`src/rtl/uart_pkg.sv`:
```
// Shared constants, state encoding and frame payload for the UART register responder.
// UART_RESP_CKSUM_EN adds the checksum-collection state.
package uart_pkg;

  localparam logic [7:0] CMD_WR  = 8'h57;
  localparam logic [7:0] CMD_RD  = 8'h52;
  localparam logic [7:0] RSP_ACK = 8'h06;
  localparam logic [7:0] RSP_NAK = 8'h15;

  localparam int unsigned StateW = 3;

  localparam logic [StateW-1:0] ST_IDLE     = 3'd0;
  localparam logic [StateW-1:0] ST_GET_ADDR = 3'd1;
  localparam logic [StateW-1:0] ST_GET_DATA = 3'd2;
  localparam logic [StateW-1:0] ST_EXEC     = 3'd3;
  localparam logic [StateW-1:0] ST_SEND     = 3'd4;
  localparam logic [StateW-1:0] ST_WAIT_HI  = 3'd5;
  localparam logic [StateW-1:0] ST_WAIT_LO  = 3'd6;
`ifdef UART_RESP_CKSUM_EN
  localparam logic [StateW-1:0] ST_GET_CKSUM = 3'd7;
`endif

  typedef struct packed {
    logic [7:0] cmd;
    logic [7:0] addr;
    logic [7:0] data;
  } frame_t;

  // Inter-byte timeout in clock cycles: byte times * 10 bits * cycles per bit.
  function automatic int unsigned timeout_cycles(input int unsigned clk_freq,
                                                 input int unsigned baud_rate,
                                                 input int unsigned timeout_bytes);
    return timeout_bytes * 10 * (clk_freq / baud_rate);
  endfunction

endpackage

```
`src/rtl/uart_resp_timeout.sv`:
```
// Loadable down-counter: clear reloads the full count, enable counts down,
// expire_c flags the cycle in which the count reaches zero.
module uart_resp_timeout #(
  parameter int unsigned Cycles = 9360
) (
  input  logic clk,
  input  logic rst_n,
  input  logic clear,
  input  logic enable,
  output logic expire_c
);

  localparam int unsigned CntW = $clog2(Cycles + 1);

  logic [CntW-1:0] cnt;

  always_ff @(posedge clk or negedge rst_n) begin
    if (!rst_n) begin
      cnt <= '0;
    end else if (clear) begin
      cnt <= CntW'(Cycles);
    end else if (enable && (cnt != '0)) begin
      cnt <= cnt - CntW'(1);
    end
  end

  // A clear in the same cycle always beats expiry.
  assign expire_c = enable && !clear && (cnt == CntW'(1));

endmodule

```
`src/rtl/uart_reg_responder.sv`:
```
// UART read/write command responder driving an 8-bit register file.
// Define UART_RESP_CKSUM_EN for XOR-checksummed frames and complemented echo responses.
module uart_reg_responder
  import uart_pkg::*;
#(
  parameter int unsigned ClkFreq      = 27_000_000,
  parameter int unsigned BaudRate     = 115_200,
  parameter int unsigned NumRegs      = 16,
  parameter int unsigned TimeoutBytes = 4
) (
  input  logic                   i_clk,
  input  logic                   i_rst_n,
  input  logic                   i_rx_valid,
  input  logic [7:0]             i_rx_byte,
  output logic                   o_tx_enable,
  output logic [7:0]             o_tx_data,
  input  logic                   i_tx_busy,
  output logic [8*NumRegs-1:0]   o_regs,
  output logic [7:0]             o_err_cnt
);

  localparam int unsigned AddrW         = $clog2(NumRegs);
  localparam int unsigned TimeoutCycles = timeout_cycles(ClkFreq, BaudRate, TimeoutBytes);

`ifdef UART_RESP_CKSUM_EN
  localparam logic [StateW-1:0] ST_AFTER_FRAME = ST_GET_CKSUM;
`else
  localparam logic [StateW-1:0] ST_AFTER_FRAME = ST_EXEC;
`endif

  logic [StateW-1:0] state, state_d;
  frame_t            frame, frame_d;
  logic [7:0]        rsp, rsp_d;
  logic              tx_enable_d;
  logic [7:0]        tx_data_d;
  logic [7:0]        err_cnt_d;
  logic [8:0]        err_sum_c;
  logic [1:0]        err_add_c;
  logic              reg_we_c;
  logic [AddrW-1:0]  reg_idx_c;
  logic              addr_bad_c;
  logic              cmd_ok_c;
  logic              ck_bad_c;
  logic              more_c;
  logic              to_enable_c;
  logic              to_expire_c;
  logic [7:0]        regs [NumRegs];

  assign reg_idx_c  = frame.addr[AddrW-1:0];
  assign addr_bad_c = 32'(frame.addr) >= NumRegs;
  assign cmd_ok_c   = (i_rx_byte == CMD_WR) || (i_rx_byte == CMD_RD);

  uart_resp_timeout #(
    .Cycles (TimeoutCycles)
  ) u_timeout (
    .clk      (i_clk),
    .rst_n    (i_rst_n),
    .clear    (i_rx_valid),
    .enable   (to_enable_c),
    .expire_c (to_expire_c)
  );

`ifdef UART_RESP_CKSUM_EN
  logic [7:0] ck, ck_d;
  logic       second, second_d;

  // Running XOR over the frame; a good frame including its checksum byte folds to zero.
  always_comb begin
    ck_d     = ck;
    second_d = second;
    if (i_rx_valid) begin
      if (state == ST_IDLE) begin
        ck_d = i_rx_byte;
      end else if ((state == ST_GET_ADDR) || (state == ST_GET_DATA) || (state == ST_GET_CKSUM)) begin
        ck_d = ck ^ i_rx_byte;
      end
    end
    if ((state == ST_EXEC) || ((state == ST_IDLE) && i_rx_valid && !cmd_ok_c)) begin
      second_d = 1'b1;
    end else if ((state == ST_WAIT_LO) && !i_tx_busy) begin
      second_d = 1'b0;
    end
  end

  always_ff @(posedge i_clk or negedge i_rst_n) begin
    if (!i_rst_n) begin
      ck     <= '0;
      second <= 1'b0;
    end else begin
      ck     <= ck_d;
      second <= second_d;
    end
  end

  assign ck_bad_c    = ck != 8'h00;
  assign more_c      = second;
  assign to_enable_c = (state == ST_GET_ADDR) || (state == ST_GET_DATA) || (state == ST_GET_CKSUM);
`else
  assign ck_bad_c    = 1'b0;
  assign more_c      = 1'b0;
  assign to_enable_c = (state == ST_GET_ADDR) || (state == ST_GET_DATA);
`endif

  always_ff @(posedge i_clk or negedge i_rst_n) begin
    if (!i_rst_n) begin
      state       <= ST_IDLE;
      frame       <= '0;
      rsp         <= '0;
      o_tx_enable <= 1'b0;
      o_tx_data   <= '0;
      o_err_cnt   <= '0;
    end else begin
      state       <= state_d;
      frame       <= frame_d;
      rsp         <= rsp_d;
      o_tx_enable <= tx_enable_d;
      o_tx_data   <= tx_data_d;
      o_err_cnt   <= err_cnt_d;
    end
  end

  // Next-state, response selection and error accounting.
  always_comb begin
    state_d     = state;
    frame_d     = frame;
    rsp_d       = rsp;
    tx_enable_d = 1'b0;
    tx_data_d   = o_tx_data;
    err_add_c   = 2'd0;
    reg_we_c    = 1'b0;
    err_sum_c   = '0;
    err_cnt_d   = o_err_cnt;

    case (state)
      ST_IDLE: begin
        if (i_rx_valid) begin
          if (cmd_ok_c) begin
            frame_d.cmd = i_rx_byte;
            state_d     = ST_GET_ADDR;
          end else begin
            rsp_d     = RSP_NAK;
            err_add_c = 2'd1;
            state_d   = ST_SEND;
          end
        end
      end
      ST_GET_ADDR: begin
        if (i_rx_valid) begin
          frame_d.addr = i_rx_byte;
          state_d      = (frame.cmd == CMD_WR) ? ST_GET_DATA : ST_AFTER_FRAME;
        end else if (to_expire_c) begin
          err_add_c = 2'd1;
          state_d   = ST_IDLE;
        end
      end
      ST_GET_DATA: begin
        if (i_rx_valid) begin
          frame_d.data = i_rx_byte;
          state_d      = ST_AFTER_FRAME;
        end else if (to_expire_c) begin
          err_add_c = 2'd1;
          state_d   = ST_IDLE;
        end
      end
`ifdef UART_RESP_CKSUM_EN
      ST_GET_CKSUM: begin
        if (i_rx_valid) begin
          state_d = ST_EXEC;
        end else if (to_expire_c) begin
          err_add_c = 2'd1;
          state_d   = ST_IDLE;
        end
      end
`endif
      ST_EXEC: begin
        if (addr_bad_c || ck_bad_c) begin
          rsp_d     = RSP_NAK;
          err_add_c = 2'd1;
        end else if (frame.cmd == CMD_WR) begin
          reg_we_c = 1'b1;
          rsp_d    = RSP_ACK;
        end else begin
          rsp_d = regs[reg_idx_c];
        end
        if (i_rx_valid) begin
          err_add_c = err_add_c + 2'd1;
        end
        state_d = ST_SEND;
      end
      ST_SEND: begin
        if (!i_tx_busy) begin
          tx_enable_d = 1'b1;
          tx_data_d   = rsp;
          state_d     = ST_WAIT_HI;
        end
        if (i_rx_valid) begin
          err_add_c = 2'd1;
        end
      end
      ST_WAIT_HI: begin
        if (i_tx_busy) begin
          state_d = ST_WAIT_LO;
        end
        if (i_rx_valid) begin
          err_add_c = 2'd1;
        end
      end
      ST_WAIT_LO: begin
        if (!i_tx_busy) begin
          if (more_c) begin
            rsp_d   = rsp ^ 8'hFF;
            state_d = ST_SEND;
          end else begin
            state_d = ST_IDLE;
          end
        end
        if (i_rx_valid) begin
          err_add_c = 2'd1;
        end
      end
      default: state_d = ST_IDLE;
    endcase

    err_sum_c = 9'(o_err_cnt) + 9'(err_add_c);
    err_cnt_d = err_sum_c[8] ? 8'hFF : err_sum_c[7:0];
  end

  // Register file; a write lands on the edge leaving EXEC.
  always_ff @(posedge i_clk or negedge i_rst_n) begin
    if (!i_rst_n) begin
      for (int k = 0; k < int'(NumRegs); k++) begin
        regs[k] <= '0;
      end
    end else if (reg_we_c) begin
      regs[reg_idx_c] <= frame.data;
    end
  end

  for (genvar g = 0; g < int'(NumRegs); g++) begin : g_regs_out
    assign o_regs[8*g +: 8] = regs[g];
  end

endmodule
```
`config.mk`:
```
export PLATFORM = sky130hd
export DESIGN_NAME = uart_reg_responder
export DESIGN_NICKNAME = d
export VERILOG_FILES = /design/src/rtl/uart_pkg.sv /design/src/rtl/uart_resp_timeout.sv /design/src/rtl/uart_reg_responder.sv
export SDC_FILE = /design/constraint.sdc
export NUM_CORES = 1
export LEC_CHECK = 0
export CAP_MARGIN = 20
export CORE_ASPECT_RATIO = 0.5
export CORE_MARGIN = 2
export CORE_UTILIZATION = 45
export DETAILED_ROUTE_END_ITERATION = 7
export PLACE_DENSITY = 0.76
export SYNTH_ARGS = -nofsm -noshare
export SYNTH_HDL_FRONTEND = slang
export SYNTH_SLANG_ARGS = --single-unit
```
`constraint.sdc`:
```
create_clock -name i_clk -period 7.8 [get_ports i_clk]
set_input_delay 2.34 -clock i_clk [delete_from_list [all_inputs] [get_ports i_clk]]
set_output_delay 2.34 -clock i_clk [all_outputs]
set_load 0.02 [all_outputs]
```
After elaboration in Yosys (flattened, before gate mapping)
Index checks and enable logic that the tools add are counted.
{"block": "word_totals", "reg_bits": 194, "input_bits": 12, "out_inout_bits": 145, "elab_cells": 105}
{"block": "classes", "n_addsub": 3, "n_lt_le_gt_ge": 3, "eq_ne": 15, "mux": 38, "n_bitwise": 2, "n_reduce_logical": 19}
{"op": "128-bit bitwise mux", "n": 1}
{"op": "8-bit two-way mux", "n": 8}
{"op": "8-bit binary-select mux with 4-bit select", "n": 1}
{"op": "8-bit demux with 4-bit select", "n": 1}
{"op": "14-bit two-way mux", "n": 2}
{"op": "8-bit by 7-bit equality test with 1-bit output (second input constant)", "n": 3}
{"op": "3-bit two-way mux", "n": 8}
{"op": "3-bit one-hot mux with 7 select lines", "n": 1}
{"op": "8-bit one-hot mux with 2 select lines", "n": 1}
{"op": "14-bit by 1-bit equality test with 1-bit output (second input constant)", "n": 1}
{"op": "14-bit nonzero test", "n": 1}
{"op": "14-bit by 1-bit subtractor with 14-bit output (second input constant)", "n": 1}
{"op": "1-bit two-way mux", "n": 11}
{"op": "2-bit != test (second input constant)", "n": 5}
{"op": "8-bit by 2-bit adder with 9-bit output", "n": 1}
{"op": "3-bit equality test (second input constant)", "n": 3}
{"op": "8-bit by 5-bit >= comparator with 1-bit output (second input constant)", "n": 1}
{"op": "2-bit one-hot mux with 4 select lines", "n": 1}
{"op": "3-bit by 2-bit equality test with 1-bit output (second input constant)", "n": 2}
{"op": "2-bit two-way mux", "n": 3}
{"op": "2-bit AND reduction", "n": 3}
{"op": "3-bit AND reduction", "n": 2}
{"op": "5-bit >= comparator (second input constant)", "n": 1}
{"op": "5-bit by 1-bit less-than comparator with 1-bit output (second input constant)", "n": 1}
{"op": "other kinds (12)", "n": 17}

Depth between registers and ports, before layout
Gate-level depths: netlist (run 1).
{"block": "depth", "ltp_word": 9, "mapped_depth": 11, "ltp_nobuf": 11}

Hierarchy
Synthesis (run 1) repeated with hierarchy kept, for this count alone.
{"block": "hier_totals", "hier_cells": 649, "hier_area_um2": 8951.1}
{"mod": "uart_reg_responder", "instances": 1, "cells_each": 558, "area_each_um2": 8074.0, "seq_area_each_um2": 4504.3}
{"mod": "uart_resp_timeout", "instances": 1, "cells_each": 91, "area_each_um2": 877.1, "seq_area_each_um2": 350.3}

Worst setup path before layout (run 1)
No wires, ideal clock.
{"block": "synth_timing", "path_type": "input to register", "startpoint": "in i_rx_byte[0]", "endpoint": "reg o_err_cnt[4]", "setup_ps": 135, "arrival_time_ps": 4130, "required_time_ps": 7665, "setup_slack_ps": 3535, "stages": 11, "n_path_buf": 0, "path_cell_list": "xor2_1 -> nor4b_1 -> nor3_1 -> o21ai_0 -> a32oi_1 -> ha_1 -> inv_1 -> fa_1 -> nor2_1 -> nand4_1 -> o21ai_0"}
{"block": "synth_between", "elab_chain_cells": 7}
{"element": "from (decl)", "line_no": "uart_reg_responder.sv:14", "text": "input logic [7:0] i_rx_byte,"}
{"element": "8-bit by 7-bit equality test with 1-bit output", "line_no": "uart_reg_responder.sv:51", "text": "assign cmd_ok_c = (i_rx_byte == CMD_WR) || (i_rx_byte == CMD_RD);"}
{"element": "1-bit logical OR (*)", "line_no": "uart_reg_responder.sv:51"}
{"element": "1-bit two-way mux (*)", "line_no": "uart_reg_responder.sv:137", "text": "if (cmd_ok_c) begin"}
{"element": "1-bit two-way mux (*)", "line_no": "uart_reg_responder.sv:136", "text": "if (i_rx_valid) begin"}
{"element": "2-bit one-hot mux with 4 select lines (*)", "line_no": "uart_reg_responder.sv:134", "text": "case (state)"}
{"element": "8-bit by 2-bit adder with 9-bit output (*)", "line_no": "uart_reg_responder.sv:224", "text": "err_sum_c = 9'(o_err_cnt) + 9'(err_add_c);"}
{"element": "8-bit two-way mux (*)", "line_no": "uart_reg_responder.sv:225", "text": "err_cnt_d = err_sum_c[8] ? 8'hFF : err_sum_c[7:0];"}
{"element": "via err_cnt_d[4]", "line_no": "uart_reg_responder.sv:36", "text": "logic [7:0] err_cnt_d;"}
{"element": "to (signal assigned)", "line_no": "uart_reg_responder.sv:118", "text": "o_err_cnt <= err_cnt_d;"}
{"element": "to (decl)", "line_no": "uart_reg_responder.sv:19", "text": "output logic [7:0] o_err_cnt"}
Mark *: on every way through the listed nets, which the timed path passes. The rest lies on a longest branch.
A chain may end at the register's enable or synchronous reset.

Worst setup path in the final report (run 1)
{"block": "layout_timing", "startpoint": "in i_rx_valid", "endpoint": "reg o_err_cnt[4]"}
{"block": "layout_between", "elab_chain_cells": 8}
{"element": "from (decl)", "line_no": "uart_reg_responder.sv:13", "text": "input logic i_rx_valid,"}
{"element": "1-bit logical NOT", "line_no": "uart_resp_timeout.sv:28", "text": "assign expire_c = enable && !clear && (cnt == CntW'(1));"}
{"element": "1-bit logical AND (2 in series)", "line_no": "uart_resp_timeout.sv:28"}
{"element": "1-bit two-way mux", "line_no": "uart_reg_responder.sv:151, uart_reg_responder.sv:160"}
{"element": "2-bit two-way mux", "line_no": "uart_reg_responder.sv:157", "text": "if (i_rx_valid) begin"}
{"element": "2-bit one-hot mux with 4 select lines (*)", "line_no": "uart_reg_responder.sv:134"}
{"element": "8-bit by 2-bit adder with 9-bit output (*)", "line_no": "uart_reg_responder.sv:224"}
{"element": "8-bit two-way mux (*)", "line_no": "uart_reg_responder.sv:225"}
{"element": "via err_cnt_d[4]", "line_no": "uart_reg_responder.sv:36"}
Marks and branches as above.

==> flow_metrics.py, run 1 <==
metrics = {
    "synth": {
        "asyncSetResetFlopFracSynth_pct": 100,
        "synth_nets": 654,
        "most_used_dff_post_synth": "dfrtp_1",
        "main_combinational_cell_family_by_area_after_synthesis": "multiplexers",
        "postSynthRegisterBits": 194,
        "synth_compound_gate_area_share_pct": 3.91,
        "yosysWarnings": 0,
        "yosys.area_share.adder_pct": 1.08,
        "syn_avg_cell_area_sq_um": 13.9,
        "syn-instance-count": 635,
        "yosys.area_share.simple_pct": 8.51,
        "netlist-cell-type-count": 55,
        "post_synth_xor_area_fraction_pct": 1.39,
        "syn-cell-area_sq_um": 8830,
        "number_of_enable_type_register_cells_in_the_synthesized_netlist": 0,
        "ys_seq_area_share_pct": 55.0,
        "synth_mux_area_share_pct": 28.3,
    },
    "run": {
        "maxCapViolCount": 0,
    },
    "worst_setup_path": {
        "worst_setup_path_start_kind": "input pin",
        "worstSetupStartpoint": "i_rx_valid",
        "timing.critical_path.to_type": "register",
        "worstReg2RegStart": "u_timeout.cnt[3]",
        "setup.worst_path.class": "input pin to register",
        "timing.critical_path.fanout_max": 24,
        "critPathArrivalTime_ns": 5.24,
        "worstPathRequired_ns": 8.15,
    },
    "floorplan": {
        "floorplan.io_pins": 157,
        "die-height_microns": 103,
        "initial_utilization_pct": 45.6,
        "dieArea_sq_um": 20800,
        "fp.coreArea_sq_um": 19400,
        "die_width_microns": 202,
        "placement_rows": 36,
    },
    "sta": {
        "tns_ns": 0,
        "max_clock_freq_mhz": 204,
        "timing.final.crit_period_ns": 4.90,
        "clock-skew-final_ns": 0.0154,
        "timing_max_transition_violations_final": 0,
        "report.final.setup_viol": 0,
        "tightest_slew_ns": 0.857,
        "grt_setup_unrepaired": "no",
        "worst_slew_margin_rel_pct": 42.1,
        "post-route-period-util_pct": 62.8,
        "hold_violations": 0,
    },
    "min_path": {
        "hold_path_startpoint": "frame[20]",
        "hold_class": "register to register",
    },
    "grt": {
        "grt_start_max_net_pins": 131,
        "gr-total-overflow": 0,
        "grt_pass1_wl_mm": 34.6,
        "number_of_antenna_violations_at_the_first_check_in_global_routing": 0,
        "globalRouteTotalUtil_pct": 21.9,
        "vias_in_the_first_global_route": 5985,
    },
    "placed_design": {
        "portBuffers": 156,
        "hpwlAfterDp_mm": 15.8,
        "place.gp.congestion": 0.828,
    },
    "clock_tree": {
        "cts_setup_buffers": 0,
        "cts_tree": "done",
        "clk_pin_slew_ns": 0.07,
        "clock_tree.root_cell": "clkbuf_16",
        "post_cts_resize_count": 0,
        "h-tree-depth": 4,
        "cts_sink_count": 194,
        "ctsHoldBuffers": 0,
        "cts-buffers-inserted": 17,
        "cts.path.max_buffers": 2,
        "worstSkewPairLatency_ns": 0.43,
    },
    "detailed_routing": {
        "routedWlPerCell_microns": 20.9,
        "detailroute.via_count": 5912,
        "drc_errors": 0,
        "detailedRoute.firstIterationViolations": 365,
        "avgViaCountPerCell": 5.58,
        "drt-total-wl_mm": 22.2,
        "ant_nets": 0,
        "detail_route.first_pass.iterations": 5,
    },
    "cells_and_area": {
        "final_net_count": 801,
        "layout_common_cells": "dfrtp_1, mux2_2, clkdlybuf4s50_1, nor2_1, mux4_2",
        "multi_input_comb_area_sq_um": 3820,
        "fillers": 1590,
        "final_layout_size_suffix_gt1_share_pct": 30.0,
        "final_core_util_pct": 57.9,
        "areaGrowthSynthToFinish_pct": 26.9,
        "final_common_cell": "dfrtp_1",
        "antenna_cells_inserted": 0,
        "ff_latch_area_sq_um": 4860,
    },
    "pwr": {
        "peakVddDrop_uv": 157,
        "powerDensity_nw_per_um2": 243,
        "power_leakage_nw": 4.96,
    },
    "status": {
        "outcome": "finished clean",
    },
}
[sequential cells by signal, summed over array words and instances, names as in the netlist]
name and cells:
frame 24, o_err_cnt 8, o_regs 128, o_tx_data 8
o_tx_enable 1, rsp 8, state 3, u_timeout.cnt 14
[power breakdown]
part | total (mW) | switching, mW | internal (mW)
Clock | 0.833 | 0.414 | 0.418
Sequential | 1.31 | 0.208 | 1.10
Combinational | 0.587 | 0.324 | 0.263
[through the flow]
stage | hold WS (ns) | setup slack (ns) | std cells | area, sq um | power (mW)
2_1_floorplan | 0.426 | 3.54 | 635 | 8830 | 1.68
3_3_place_gp | 0.441 | 2.58 | 1028 | 10600 | 1.89
3_5_place_dp | 0.453 | 2.51 | 1028 | 10600 | 1.91
4_1_cts | 0.474 | 2.95 | 1059 | 11200 | 2.74
5_1_grt | 0.496 | 2.66 | 1060 | 11200 | 2.86
6_report | 0.470 | 2.90 | 1060 | 11200 | 2.73
[final timing paths]
path | depth (start not counted) | to | slack, ns
min in group asynchronous | 1 | o_regs[18] | 1.86
worst min register to register | 1 | frame[20] | 0.47
max in group asynchronous | 3 | o_regs[119] | 4.33
worst max-delay path | 10 | o_err_cnt[4] | 2.90
worst max register to register | 11 | o_err_cnt[4] | 4.40
worst min-delay path | 1 | frame[20] | 0.47
[per-layer routing]
metal / vias up / global-route usage (%) / wire [microns]
met5: - / 0 / 0
met1: 3114 / 29.7 / 9920
met4: 0 / 5.50 / 276
li1: 2630 / - / -
met3: 24 / 4.99 / 1100
met2: 144 / 36.4 / 10900
[Yosys cell counts, drive strengths merged, types with 3 or more instances]
master	number	share of area, %
and2	4	0.28
xnor2	4	0.40
nand3b	3	0.25
a31oi	5	0.35
ha	6	0.85
o21ai	9	0.51
nor3	12	0.86
dfrtp	194	55
clkbuf	24	1.0
nand2b	11	0.78
mux2	157	20
mux2i	8	0.91
buf	9	0.44
xor2	10	0.99
nor2	42	2.2
a22o	6	0.59
or4	3	0.30
nor4	4	0.35
nor2b	7	0.50
nand4	7	0.50
mux4	29	7.4
a21oi	7	0.40
nand3	8	0.45
nand2	21	0.89
a22oi	10	0.85
inv	9	0.38
[worst max-delay path, cell delays in order]
cell,delay (ns)
clkdlybuf4s50_1,0.84
ha_1,0.52
a31oi_1,0.08
a32oi_1,0.18
ha_1,0.19
inv_1,0.05
fa_1,0.43
nor2_1,0.24
nand4_1,0.24
o21ai_0,0.13
[logic make-up after synthesis]
kind of cell / after synthesis
AOI/OAI and AO/OA: 50
adders and majority gates: 7
and+or+nand+nor: 134
buffers and inverters: 42
DFF: 194
xor gates and xnor gates: 14
muxes: 194
[layout make-up]
cell class | count | area share (%)
repair buffers | 161 | 14.5
clock buffers | 17 | 3.79
inverters | 9 | 0.301
multi-input cells | 399 | 34.0
clock inverters | 14 | 1.13
flip-flops and latches | 194 | 43.3
well taps | 266 | 2.97
Note: power is estimated with default switching activity, not from simulation.
==> run 2, diff against run 1 <==
- clock period: 7.8 -> 5 ns (I/O delays scaled with it)
==> run 2 against run 1 <==
  * Critical path depth up 3
  * Cell area about the same
  * Power up 57%
  * Cell count up 0.38%
  * Sequential share of layout area about the same
  * Via count up 0.12%
  * Routed wire length up 0.55%
  * Worst hold slack better by 0.0045 ns
  * Combinational power up 51%
  * Count of clock-buffer cells in the layout unchanged
  * Largest cell class unchanged
  * Largest power group unchanged
==> flow_metrics.py, run 2 (synthesized netlist as in run 1, its figures left out) <==
metrics = {
    "clock_tree": {
        "cts-buffers-inserted": 17,
        "post_cts_resize_count": 0,
        "cts_sink_count": 194,
        "cts_setup_buffers": 0,
        "h-tree-depth": 4,
        "clk_pin_slew_ns": 0.07,
        "ctsHoldBuffers": 0,
        "worstSkewPairLatency_ns": 0.43,
        "clock_tree.root_cell": "clkbuf_16",
        "cts_tree": "done",
        "cts.path.max_buffers": 2,
    },
    "pwr": {
        "power_leakage_nw": 4.97,
        "peakVddDrop_uv": 283,
        "post-layout-total-power_mw": 4.28,
        "powerDensity_nw_per_um2": 381,
    },
    "floorplan": {
        "dieArea_sq_um": 20800,
        "die_width_microns": 202,
        "fp.coreArea_sq_um": 19400,
        "die-height_microns": 103,
        "initial_utilization_pct": 45.6,
        "placement_rows": 36,
        "floorplan.io_pins": 157,
    },
    "sta": {
        "hold_violations": 0,
        "timing_max_transition_violations_final": 0,
        "grt_setup_unrepaired": "no",
        "worst_slew_margin_rel_pct": 41.6,
        "post-route-period-util_pct": 77.6,
        "clock-skew-final_ns": 0.0104,
        "tns_ns": 0,
        "tightest_slew_ns": 0.876,
        "report.final.setup_viol": 0,
        "timing.final.crit_period_ns": 3.88,
        "max_clock_freq_mhz": 258,
    },
    "cells_and_area": {
        "multi_input_comb_area_sq_um": 3820,
        "antenna_cells_inserted": 0,
        "layout_common_cells": "dfrtp_1, mux2_2, clkdlybuf4s50_1, nor2_1, mux4_2",
        "final_common_cell": "dfrtp_1",
        "ff_latch_area_sq_um": 4860,
        "fillers": 1548,
        "postLayoutCellArea_sq_um": 11200,
        "flip_flop_count_of_the_largest_register_after_layout": 128,
        "final_layout_size_suffix_gt1_share_pct": 30.3,
        "final_core_util_pct": 57.9,
        "final_net_count": 804,
        "areaGrowthSynthToFinish_pct": 27.0,
    },
    "detailed_routing": {
        "drc_errors": 0,
        "ant_nets": 0,
        "drt-total-wl_mm": 22.3,
        "detail_route.first_pass.iterations": 5,
        "wl_met1_mm": 10.1,
        "avgViaCountPerCell": 5.56,
        "routed-wl-met2_mm": 11.1,
        "detailedRoute.firstIterationViolations": 356,
        "detailroute.via_count": 5919,
        "routedWlPerCell_microns": 21.0,
        "routed-wl-met3_microns": 907,
        "topmost_layer_with_routed_signal_wires": "met4",
    },
    "grt": {
        "gr-total-overflow": 0,
        "globalRouteTotalUtil_pct": 22.2,
        "number_of_antenna_violations_at_the_first_check_in_global_routing": 0,
        "grt_start_max_net_pins": 111,
        "vias_in_the_first_global_route": 6025,
        "grt_pass1_wl_mm": 35.0,
    },
    "placed_design": {
        "hpwlAfterDp_mm": 16.1,
        "dpl-instance-area_sq_um": 10700,
        "place.gp.congestion": 0.821,
        "portBuffers": 156,
    },
    "worst_setup_path": {
        "worstPathRequired_ns": 5.35,
        "cp_top_family": "buffers and inverters",
        "critical_path.slowest_cell": "clkdlybuf4s50_1",
        "worst_setup_path_start_kind": "input pin",
        "critical_path.max_stage_delay_ns": 0.55,
        "crit_path_cell_trace": "clkdlybuf4s50_1, xor2_1, nor4b_1, buf_4, nor3_1, o21ai_0, a32oi_1, ha_1, inv_1, fa_1, nor2_1, nand4_1, o21ai_0",
        "critPathArrivalTime_ns": 4.23,
        "cp_num_buf_inv": 3,
        "crit_path_frequent_cell": "o21ai_0",
        "setup.worst_path.class": "input pin to register",
        "timing.critical_path.fanout_max": 6,
        "timing.critical_path.to_type": "register",
    },
    "min_path": {
        "hold_class": "register to register",
    },
    "run": {
        "maxCapViolCount": 0,
    },
    "status": {
        "outcome": "finished clean",
    },
}
-- run 2: stage by stage --
stage               hold WS, ns  setup slack, ns  instances
CTS                       0.474             1.11       1064
global route              0.497            0.854       1064
finish                    0.475             1.12       1064
detailed placement        0.453            0.684       1032
floorplan                 0.426             1.58        635
global placement          0.442            0.761       1032
-- run 2: worst paths after layout --
kind / start / to / slack, ns / depth (start not counted)
hold reg to reg: frame[22] / frame[22] / 0.47 / 1
setup / recovery: i_rx_byte[0] / o_err_cnt[4] / 1.12 / 13
min in group asynchronous: i_rst_n / o_regs[104] / 1.16 / 1
max in group asynchronous: i_rst_n / o_regs[13] / 2.87 / 2
hold / removal: frame[22] / frame[22] / 0.47 / 1
setup reg to reg: u_timeout.cnt[2] / o_err_cnt[4] / 1.62 / 11
-- run 2: metal layers --
layer  GRT usage, %  vias up
met5              0        -
met3           3.79       21
li1               -     2634
met1           30.9     3125
met4           6.29        0
met2           36.8      139
-- run 2: area by class of cell --
type | count | share of cell area (%)
Clock buffer | 17 | 3.79
Clock inverter | 15 | 1.17
Inverter | 9 | 0.301
Multi-Input combinational cell | 399 | 34.0
Sequential cell | 194 | 43.3
Tap cell | 266 | 2.97
Timing Repair Buffer | 164 | 14.5
-- run 2: worst register-to-register path, cell delays in order (launching register included) --
cell	delay, ns
dfrtp_1	0.42
or4_1	0.62
nor3_2	0.38
and4_1	0.33
a31oi_1	0.06
a32oi_1	0.17
ha_1	0.19
inv_1	0.05
fa_1	0.43
nor2_1	0.26
nand4_1	0.25
o21ai_0	0.14
-- run 2: power by group --
group	internal [mW]	leakage [nW]	switching, mW
combinational	0.409	2.08	0.476
clock	0.654	0.262	0.654
sequential	1.71	2.62	0.369
==> run 3, diff against run 2 <==
- PLACE_DENSITY: 0.76 -> 0.79
- clock period: 5 -> 3.3 ns (I/O delays scaled with it)
==> run 3 against run 2 <==
  * Sequential share of layout area down 0.86 points
  * Cell area up 2.0%
  * Global-route usage up 0.30 points
  * Die area unchanged
  * Critical endpoint is now o_err_cnt[7]
  * Core utilization up 1.2 points
  * Routed wire length up 2.4%
  * Critical path depth unchanged
  * Register-to-register slack worse by 1.3 ns
  * Cell count up 2.0%
  * Worst hold slack worse by 0.0065 ns
  * Flip-flop and latch count unchanged
  * Combinational power up 55%
==> flow_metrics.py, run 3 (synthesized netlist as in run 1, its figures left out) <==
metrics = {
    "status": {
        "outcome": "finished clean",
    },
    "detailed_routing": {
        "detailedRoute.firstIterationViolations": 359,
        "drt-total-wl_mm": 22.9,
        "ant_nets": 0,
        "drc_errors": 0,
        "detailroute.via_count": 6081,
        "avgViaCountPerCell": 5.60,
        "detail_route.first_pass.iterations": 5,
        "routedWlPerCell_microns": 21.1,
    },
    "pwr": {
        "peakVddDrop_uv": 359,
        "p_switching_mw": 2.33,
        "p_clk_share_pct": 31.1,
        "powerDensity_nw_per_um2": 578,
        "power_leakage_nw": 5.11,
        "switching_share_pct": 35.3,
        "seqPwrFrac_pct": 48.1,
        "comb_power_share_pct": 20.8,
        "cell_internal_pwr_mw": 4.28,
    },
    "worst_setup_path": {
        "setup.worst_path.class": "input pin to register",
        "critPathArrivalTime_ns": 3.47,
        "reg2reg_slack_ns": 0.30,
        "worst_setup_path_start_kind": "input pin",
        "worstPathRequired_ns": 3.61,
        "timing.critical_path.to_type": "register",
        "timing.critical_path.fanout_max": 3,
    },
    "cells_and_area": {
        "layout_common_cells": "dfrtp_1, mux2_2, clkdlybuf4s50_1, nor2_1, mux4_2",
        "ff_latch_area_sq_um": 4860,
        "fillers": 1525,
        "areaGrowthSynthToFinish_pct": 29.6,
        "final_net_count": 825,
        "final_core_util_pct": 59.1,
        "multi_input_comb_area_sq_um": 3830,
        "final_layout_size_suffix_gt1_share_pct": 32.5,
        "final_common_cell": "dfrtp_1",
        "antenna_cells_inserted": 0,
        "flip_flop_count_of_the_largest_register_after_layout": 128,
    },
    "sta": {
        "max_clock_freq_mhz": 317,
        "tightest_slew_ns": 0.875,
        "worst_slew_margin_rel_pct": 41.7,
        "clock-skew-final_ns": 0.0205,
        "timing.final.crit_period_ns": 3.16,
        "timing_max_transition_violations_final": 0,
        "report.final.setup_viol": 0,
        "worst_hold_slack_ns": 0.468,
        "hold_violations": 0,
        "grt_setup_unrepaired": "yes",
        "post-route-period-util_pct": 95.7,
    },
    "grt": {
        "grt_pass1_wl_mm": 35.2,
        "number_of_antenna_violations_at_the_first_check_in_global_routing": 0,
        "gr-total-overflow": 0,
        "globalRouteTotalUtil_pct": 22.5,
        "grt_start_max_net_pins": 109,
        "vias_in_the_first_global_route": 6153,
    },
    "run": {
        "maxCapViolCount": 0,
    },
    "clock_tree": {
        "cts_setup_buffers": 0,
        "clk_pin_slew_ns": 0.08,
        "worstSkewPairLatency_ns": 0.44,
        "cts-buffers-inserted": 17,
        "cts_sink_count": 194,
        "clock_tree.root_cell": "clkbuf_16",
        "cts_tree": "done",
        "cts.path.max_buffers": 2,
        "h-tree-depth": 4,
    },
    "floorplan": {
        "fp.coreArea_sq_um": 19400,
        "initial_utilization_pct": 45.6,
        "placement_rows": 36,
        "floorplan.io_pins": 157,
        "dieArea_sq_um": 20800,
        "die_width_microns": 202,
        "die-height_microns": 103,
    },
    "placed_design": {
        "hpwlAfterDp_mm": 16.6,
        "portBuffers": 156,
        "place.gp.congestion": 0.876,
    },
    "min_path": {
        "hold_class": "register to register",
    },
}
==> run 3: metrics by stage <==
step / cells / power (mW) / setup slack (ns) / TNS, ns / cell area [sq um]
6_report: 1085 / 6.61 / 0.142 / 0 / 11400
5_1_grt: 1085 / 6.92 / -0.0505 / -0.0745 / 11400
4_1_cts: 1085 / 6.63 / 0.0961 / 0 / 11400
3_5_place_dp: 1053 / 4.59 / -0.361 / -2.54 / 10800
3_3_place_gp: 1053 / 4.51 / -0.310 / -2.22 / 10800
2_1_floorplan: 635 / 3.97 / 0.296 / 0 / 8830
==> run 3: metal layers <==
layer / global-route usage, % / wire, microns
met1: 29.7 / 10000
met3: 4.96 / 1140
met2: 38.1 / 11300
met4: 6.96 / 380
met5: 0 / 0
==> run 3: final cells by class <==
| class | instances | area share (%) |
|---|---|---|
| Clock inverter | 15 | 1.48 |
| Multi-Input combinational cell | 399 | 33.5 |
| Tap cell | 266 | 2.91 |
| Timing Repair Buffer | 185 | 15.7 |
| Inverter | 9 | 0.295 |
| Sequential cell | 194 | 42.4 |
| Clock buffer | 17 | 3.72 |
==> run 3: timing repair <==
action | CTS | global route
endpoints found under the setup margin | 0 | 8
endpoints found under the hold margin | 0 | 0
gates resized for setup | 0 | 5
hold buffers | 0 | 0
==> run 3: worst paths after layout <==
| path | from | end | cells past startpoint |
|---|---|---|---|
| max | i_rx_byte[1] | o_err_cnt[7] | 13 |
| min | frame[20] | frame[20] | 1 |
| max reg2reg | u_timeout.cnt[6] | o_err_cnt[0] | 11 |
| min reg2reg | frame[20] | frame[20] | 1 |
| max in group asynchronous | i_rst_n | frame[7] | 2 |
| min in group asynchronous | i_rst_n | o_regs[24] | 1 |
==> run 3: power by group through the flow <==
stage / clock network (mW) / logic, mW / registers, mW
6_report: 2.06 / 1.37 / 3.18
3_5_place_dp: 0 / 1.37 / 3.21
2_1_floorplan: 0 / 1.06 / 2.91
4_1_cts: 2.08 / 1.38 / 3.17
5_1_grt: 2.19 / 1.49 / 3.24
3_3_place_gp: 0 / 1.33 / 3.18
==> run 3: worst max-delay path: stages <==
cell,delay [ns]
clkdlybuf4s50_1,0.58
nand4bb_1,0.21
nor4b_2,0.29
buf_4,0.16
nor3_1,0.04
o21ai_0,0.16
a32oi_1,0.07
ha_1,0.22
inv_1,0.07
fa_1,0.20
buf_4,0.14
o21ai_0,0.08
mux2_2,0.26
